$ cat config.mk
export PLATFORM = sky130hd
export DESIGN_NAME = pipelined_shifter
export DESIGN_NICKNAME = d
export VERILOG_FILES = /design/src/rtl/pipelined_shifter.sv
export SDC_FILE = /design/constraint.sdc
export NUM_CORES = 1
export LEC_CHECK = 0
export ABC_CLOCK_PERIOD_IN_PS = 3070
export BUFFER_PORTS_ARGS = -buffer_cell sky130_fd_sc_hd__buf_2
export CORE_ASPECT_RATIO = 1.4
export CORE_MARGIN = 2
export CORE_UTILIZATION = 50
export CTS_CLUSTER_SIZE = 30
export DETAILED_ROUTE_END_ITERATION = 12
export PLACE_DENSITY = 0.68
export SLEW_MARGIN = 20
export SYNTH_ARGS = -nofsm -noshare
export SYNTH_HDL_FRONTEND = slang
export SYNTH_SLANG_ARGS = --single-unit
$ cat constraint.sdc
create_clock -name clk -period 3.07 [get_ports clk]
set_input_delay 0.307 -clock clk [delete_from_list [all_inputs] [get_ports clk]]
set_output_delay 0.307 -clock clk [all_outputs]
set_load 0.02 [all_outputs]
$ cat src/rtl/pipelined_shifter.sv
// pipelined_shifter: registered log-depth barrel shifter/rotator with valid/ready flow control.
// Right shifts and rotates reuse the left network by reversing the operand on entry and the result on exit.
module pipelined_shifter #(
  parameter int WIDTH = 32,
  parameter int LEVELS_PER_STAGE = 1
) (
  input  logic                     clk,
  input  logic                     reset_n,
  input  logic                     in_valid,
  output logic                     in_ready,
  input  logic [WIDTH-1:0]         in_a,
  input  logic [$clog2(WIDTH)-1:0] in_b,
  input  logic [2:0]               in_mode,
  output logic                     out_valid,
  input  logic                     out_ready,
  output logic [WIDTH-1:0]         out_data,
  output logic                     out_zero
);
  localparam int SHW = $clog2(WIDTH);
  localparam int LAT = (SHW + LEVELS_PER_STAGE - 1) / LEVELS_PER_STAGE;
  localparam int BXW = LAT * LEVELS_PER_STAGE;

  function automatic logic [WIDTH-1:0] rev(input logic [WIDTH-1:0] x);
    for (int i = 0; i < WIDTH; i++) rev[i] = x[WIDTH-1-i];
  endfunction

  function automatic logic is_right(input logic [2:0] m);
    return m == 3'b010 || m == 3'b011 || m == 3'b101;
  endfunction

  // One mux rank: shift left by 2^k, refilling the low bits with either the wrapped bits or the fill bit.
  function automatic logic [WIDTH-1:0] lvl(input logic [WIDTH-1:0] x, input int k, input logic rot, input logic f);
    logic [WIDTH-1:0] lo;
    lo = rot ? x >> (WIDTH - (1 << k)) : {WIDTH{f}} >> (WIDTH - (1 << k));
    return (x << (1 << k)) | lo;
  endfunction

  logic             v_q [LAT];
  logic [WIDTH-1:0] d_q [LAT];
  logic [SHW-1:0]   b_q [LAT];
  logic [2:0]       m_q [LAT];
  logic             f_q [LAT];
  logic             vi  [LAT];
  logic [WIDTH-1:0] di  [LAT];
  logic [SHW-1:0]   bi  [LAT];
  logic [2:0]       mi  [LAT];
  logic             fi  [LAT];
  logic [WIDTH-1:0] d_o [LAT];
  logic             z_q;
  logic             stall;
  logic             pass;

  assign stall     = v_q[LAT-1] && !out_ready;
  assign in_ready  = !stall;
  assign pass      = in_mode == 3'b000 || in_mode[2:1] == 2'b11;
  assign out_valid = v_q[LAT-1];
  assign out_data  = d_q[LAT-1];
  assign out_zero  = z_q;

  always_comb begin
    vi[0] = in_valid;
    di[0] = !in_valid ? '0 : is_right(in_mode) ? rev(in_a) : in_a;
    bi[0] = in_valid && !pass ? in_b : '0;
    mi[0] = in_valid ? in_mode : 3'b000;
    fi[0] = in_valid && in_mode == 3'b010 && in_a[WIDTH-1];
    for (int s = 1; s < LAT; s++) begin
      vi[s] = v_q[s-1];
      di[s] = d_q[s-1];
      bi[s] = b_q[s-1];
      mi[s] = m_q[s-1];
      fi[s] = f_q[s-1];
    end
  end

  always_comb begin
    logic [WIDTH-1:0] x;
    logic [BXW-1:0]   bx;
    for (int s = 0; s < LAT; s++) begin
      x  = di[s];
      bx = BXW'(bi[s]);
      for (int j = 0; j < LEVELS_PER_STAGE; j++)
        if (bx[s*LEVELS_PER_STAGE+j]) x = lvl(x, s*LEVELS_PER_STAGE+j, mi[s][2], fi[s]);
      d_o[s] = s == LAT-1 && is_right(mi[s]) ? rev(x) : x;
    end
  end

  always_ff @(posedge clk or negedge reset_n) begin
    if (!reset_n) begin
      for (int s = 0; s < LAT; s++) begin
        v_q[s] <= 1'b0;
        d_q[s] <= '0;
        b_q[s] <= '0;
        m_q[s] <= 3'b000;
        f_q[s] <= 1'b0;
      end
      z_q <= 1'b0;
    end else if (!stall) begin
      for (int s = 0; s < LAT; s++) begin
        v_q[s] <= vi[s];
        d_q[s] <= d_o[s];
        b_q[s] <= bi[s];
        m_q[s] <= mi[s];
        f_q[s] <= fi[s];
      end
      z_q <= vi[LAT-1] && ~|d_o[LAT-1];
    end
  end
endmodule

==> results.tsv <==
stage	metric	value	unit
synth	syn_nets	1173	
setup_path	FF-to-FF End	out_zero	
grt	pin count of the biggest net entering global routing	167	
die	Die Span Y	172.8	µm
synth	Post-Synth XOR/XNOR Area	0.08608	%
die	core area	19920	µm²
run	max-capacitance violation count	0	
sta	Layout Skew	0.01228	ns
setup_path	WP depth	5	
detailed_routing	vias per std cell	5.438	
detailed_routing	DRT iter0 DRCs	459	
detailed_routing	Routed wire per std cell	16.01	µm
synth	synthesized instance count	1129	
setup_path	crit-path cells	nand2b_1, a31oi_1, nor4_1, o2111ai_1, o21ai_1	
die	Die Wd	124.6	µm
clock_network	Clock Tree Buf Depth	2	
setup_path	Worst Path Required	3.42	ns
synth	post-synthesis mux area share	16.29	%
sta	Max-Slew Margin vs Limit	33.99	%
die	io pins	79	
setup_path	Crit path max-delay family	simple AND/OR/NAND/NOR gates	
clock_network	H-Tree Depth	4	
setup_path	Crit-path slowest cell	dfrtp_1	
synth	Mean Syn Cell Area	9.012	µm²
detailed_routing	Remaining DRCs	0	
setup_path	Max FO, Critical Path	15	
synth	Post-synth top flop	dfrtp_1	
setup_path	Critical Path Source Type	flip-flop	
clock_network	Inserted Clock Buffers	17	
setup_path	CP Capture Type	flip-flop	
sta	Pins Over Slew Limit	0	
clock_network	clock sinks	192	
synth	synth warn	0	
setup_path	FF-to-FF path depth	5	
setup_path	CP bufs+invs	0	
detailed_routing	DRT Wirelength	22200	µm
die	full die area	21520	µm²
synth	Post-synth EDFFs	0	
grt	Congestion Overflow GR	0	
die	Initial Util	51.08	%
synth	complex-gate fraction of the synthesized area	15.14	%
synth	post-synthesis adder-cell area fraction	0	%
synth	Simple-Gate Fraction of Synth Area	14.79	%
clock_network	CTS root buf	clkbuf_16	
setup_path	CP arrival	2.48	ns
setup_path	reg2reg start	m_q[5]	
power_and_ir_drop	Pleak	4.701	nW
detailed_routing	post-route ant nets	0	
grt	antenna violations before repair	0	
grt	GRT Resource Usage Total	21.19	%
setup_path	max incr delay on CP	0.65	ns
sta	WHS	0.09207	ns
synth	Seq cells post-synth	192	
power_and_ir_drop	Total Power	10.22	mW
synth	mapped cell area	10170	µm²
placement	# placed instances	1354	
layout	non-filler cells, final	1387	
synth	Seq/Total Area, Yosys	47.22	%
synth	largest family of logic cells by synthesized area	multiplexers	
setup_path	Worst Path Class, Setup	reg -> reg	
setup_path	R2R Setup Slk	0.94	ns
sta	# setup viols final	0	
sta	Final min period	2.128	ns
synth	Yosys cell types	44	
layout	share of layout cells above drive strength 1	14.45	%
power_and_ir_drop	Peak VDD IR	0.0005484	V
sta	RSZ-0062 raised after global routing	false	
layout	Layout area overhead	8.780	%
layout	Nets	1166	
setup_path	crit path from	m_q[5]	
die	number of placement rows	61	
setup_path	Worst Setup EP	out_zero	
placement	routability cong.	0.8927	
sta	Slew @ Worst Pin	0.9890	ns
grt	first-pass GRT wire length	37320	µm
clock_network	setup bufs post-CTS	0	
sta	Final period util	69.33	%
sta	Final Hold Viols	0	
run_status	status	completed	
sta	final setup margin	0.9415	ns
clock_network	worst skew pair latency	0.43	ns
sta	fmax	469.8	MHz
placement	port bufs	78	
clock_network	clk slew on worst S/H paths	0.07	ns
clock_network	CTS tree	built	
detailed_routing	vias	7543	
placement	DP Worst Slack	0.9735	ns
sta	setup TNS	0	ns
hold_path	Hold WC Path Type	in -> reg	
placement	hpwl dp	15760	µm
grt	vias in the first global route	7277	
detailed_routing	drt first pass iters	7	
layout	antenna cells	0	
power_and_ir_drop	PwrDens	923.6	nW/µm²
synth	async set-reset flop share out of synthesis	100.0	%
## metal layers
metal  global-route usage, %  wire [µm]  vias to the layer above
li1                        -          -                     3854
met1                   25.89       9320                     3489
met2                   37.61      11640                      161
met3                   2.970        573                       39
met4                   8.567        668                        0
met5                       0          0                        -
## Yosys cell counts, drive strengths merged (8+ instances only)
library cell  number  area, µm²
buf               73      457.9
a31oi              9      56.30
clkbuf            50      188.9
mux2i            136       1361
nand3             40      200.2
o21ai            202       1011
nor2              37      146.4
mux2              26      296.5
nor4               8      50.05
nand2            244      915.9
a21oi             65      325.3
dfrtp            192       4805
## cells by family (layout without fill, tap and decap cells)
kind of cell           count (synthesis)  in the layout
AND/OR/NAND/NOR                      357            357
AO/OA/AOI/OAI                        291            291
flip-flops                           192            192
multiplexers                         162            162
buffers and inverters                126            132
XOR/XNOR                               1              1
## where the power goes
part	switching, mW	internal, mW
registers	0.909	3.42
logic	2.11	1.50
clock network	1.03	1.25
## state kept, by name (all words and copies together) (netlist names)
name	flops
d_q	128
f_q	4
b_q	10
m_q	12
out_zero	1
out_data	32
out_valid	1
v_q	4
## final cells by class
cell class                 instances  area, µm²
multi-input combinational        811       4723
timing repair buffer              97      604.3
sequential                       192       4806
fill                            1854       8852
clock inverter                    14      168.9
tap                              252      315.3
clock buffer                      18      439.2
inverter                           3      11.26
## worst min path at each step
stage               startpoint      endpoint  slack (ns)  cells past startpoint
CTS                    in_b[4]       b_q[24]        0.07                      2
floorplan              reset_n       b_q[13]        0.01                      0
global route           in_b[4]       b_q[24]        0.09                      2
finish                 in_b[4]       b_q[24]        0.09                      2
global placement       reset_n  out_data[18]        0.35                      1
detailed placement     reset_n  out_data[11]        0.35                      1
## through the flow
step / cell area [µm²] / utilization (%)
6_report: 11070 / 55.56
3_3_place_gp: 10450 / 52.46
2_1_floorplan: 10170 / -
5_1_grt: 11070 / 55.56
4_1_cts: 11070 / 55.56
3_5_place_dp: 10450 / 52.46
## repair_timing
action	CTS	global route
hold buffers	1	0
resized for setup	0	0
hold endpoints to repair	65	0
setup endpoints to repair	0	0
## cells in the final DEF, fill, tap and decap left out, drive strengths merged, types with 2 or more instances in the layout
cell type  count
nand2        244
o21ai        202
dfrtp        192
mux2i        136
buf           96
a21oi         65
nand3         40
nor2          37
mux2          26
clkbuf        18
inv           10
a31oi          9
nor4           8
nor2b          7
nor3           5
nand2b         4
a22o           4
nor3b          4
clkinv         3
nand3b         2
a221oi         2
nand4          2
or3            2
clkinvlp       2
bufinv         2
a211oi         2
o31ai          2
(Power assumes the default switching activity.)
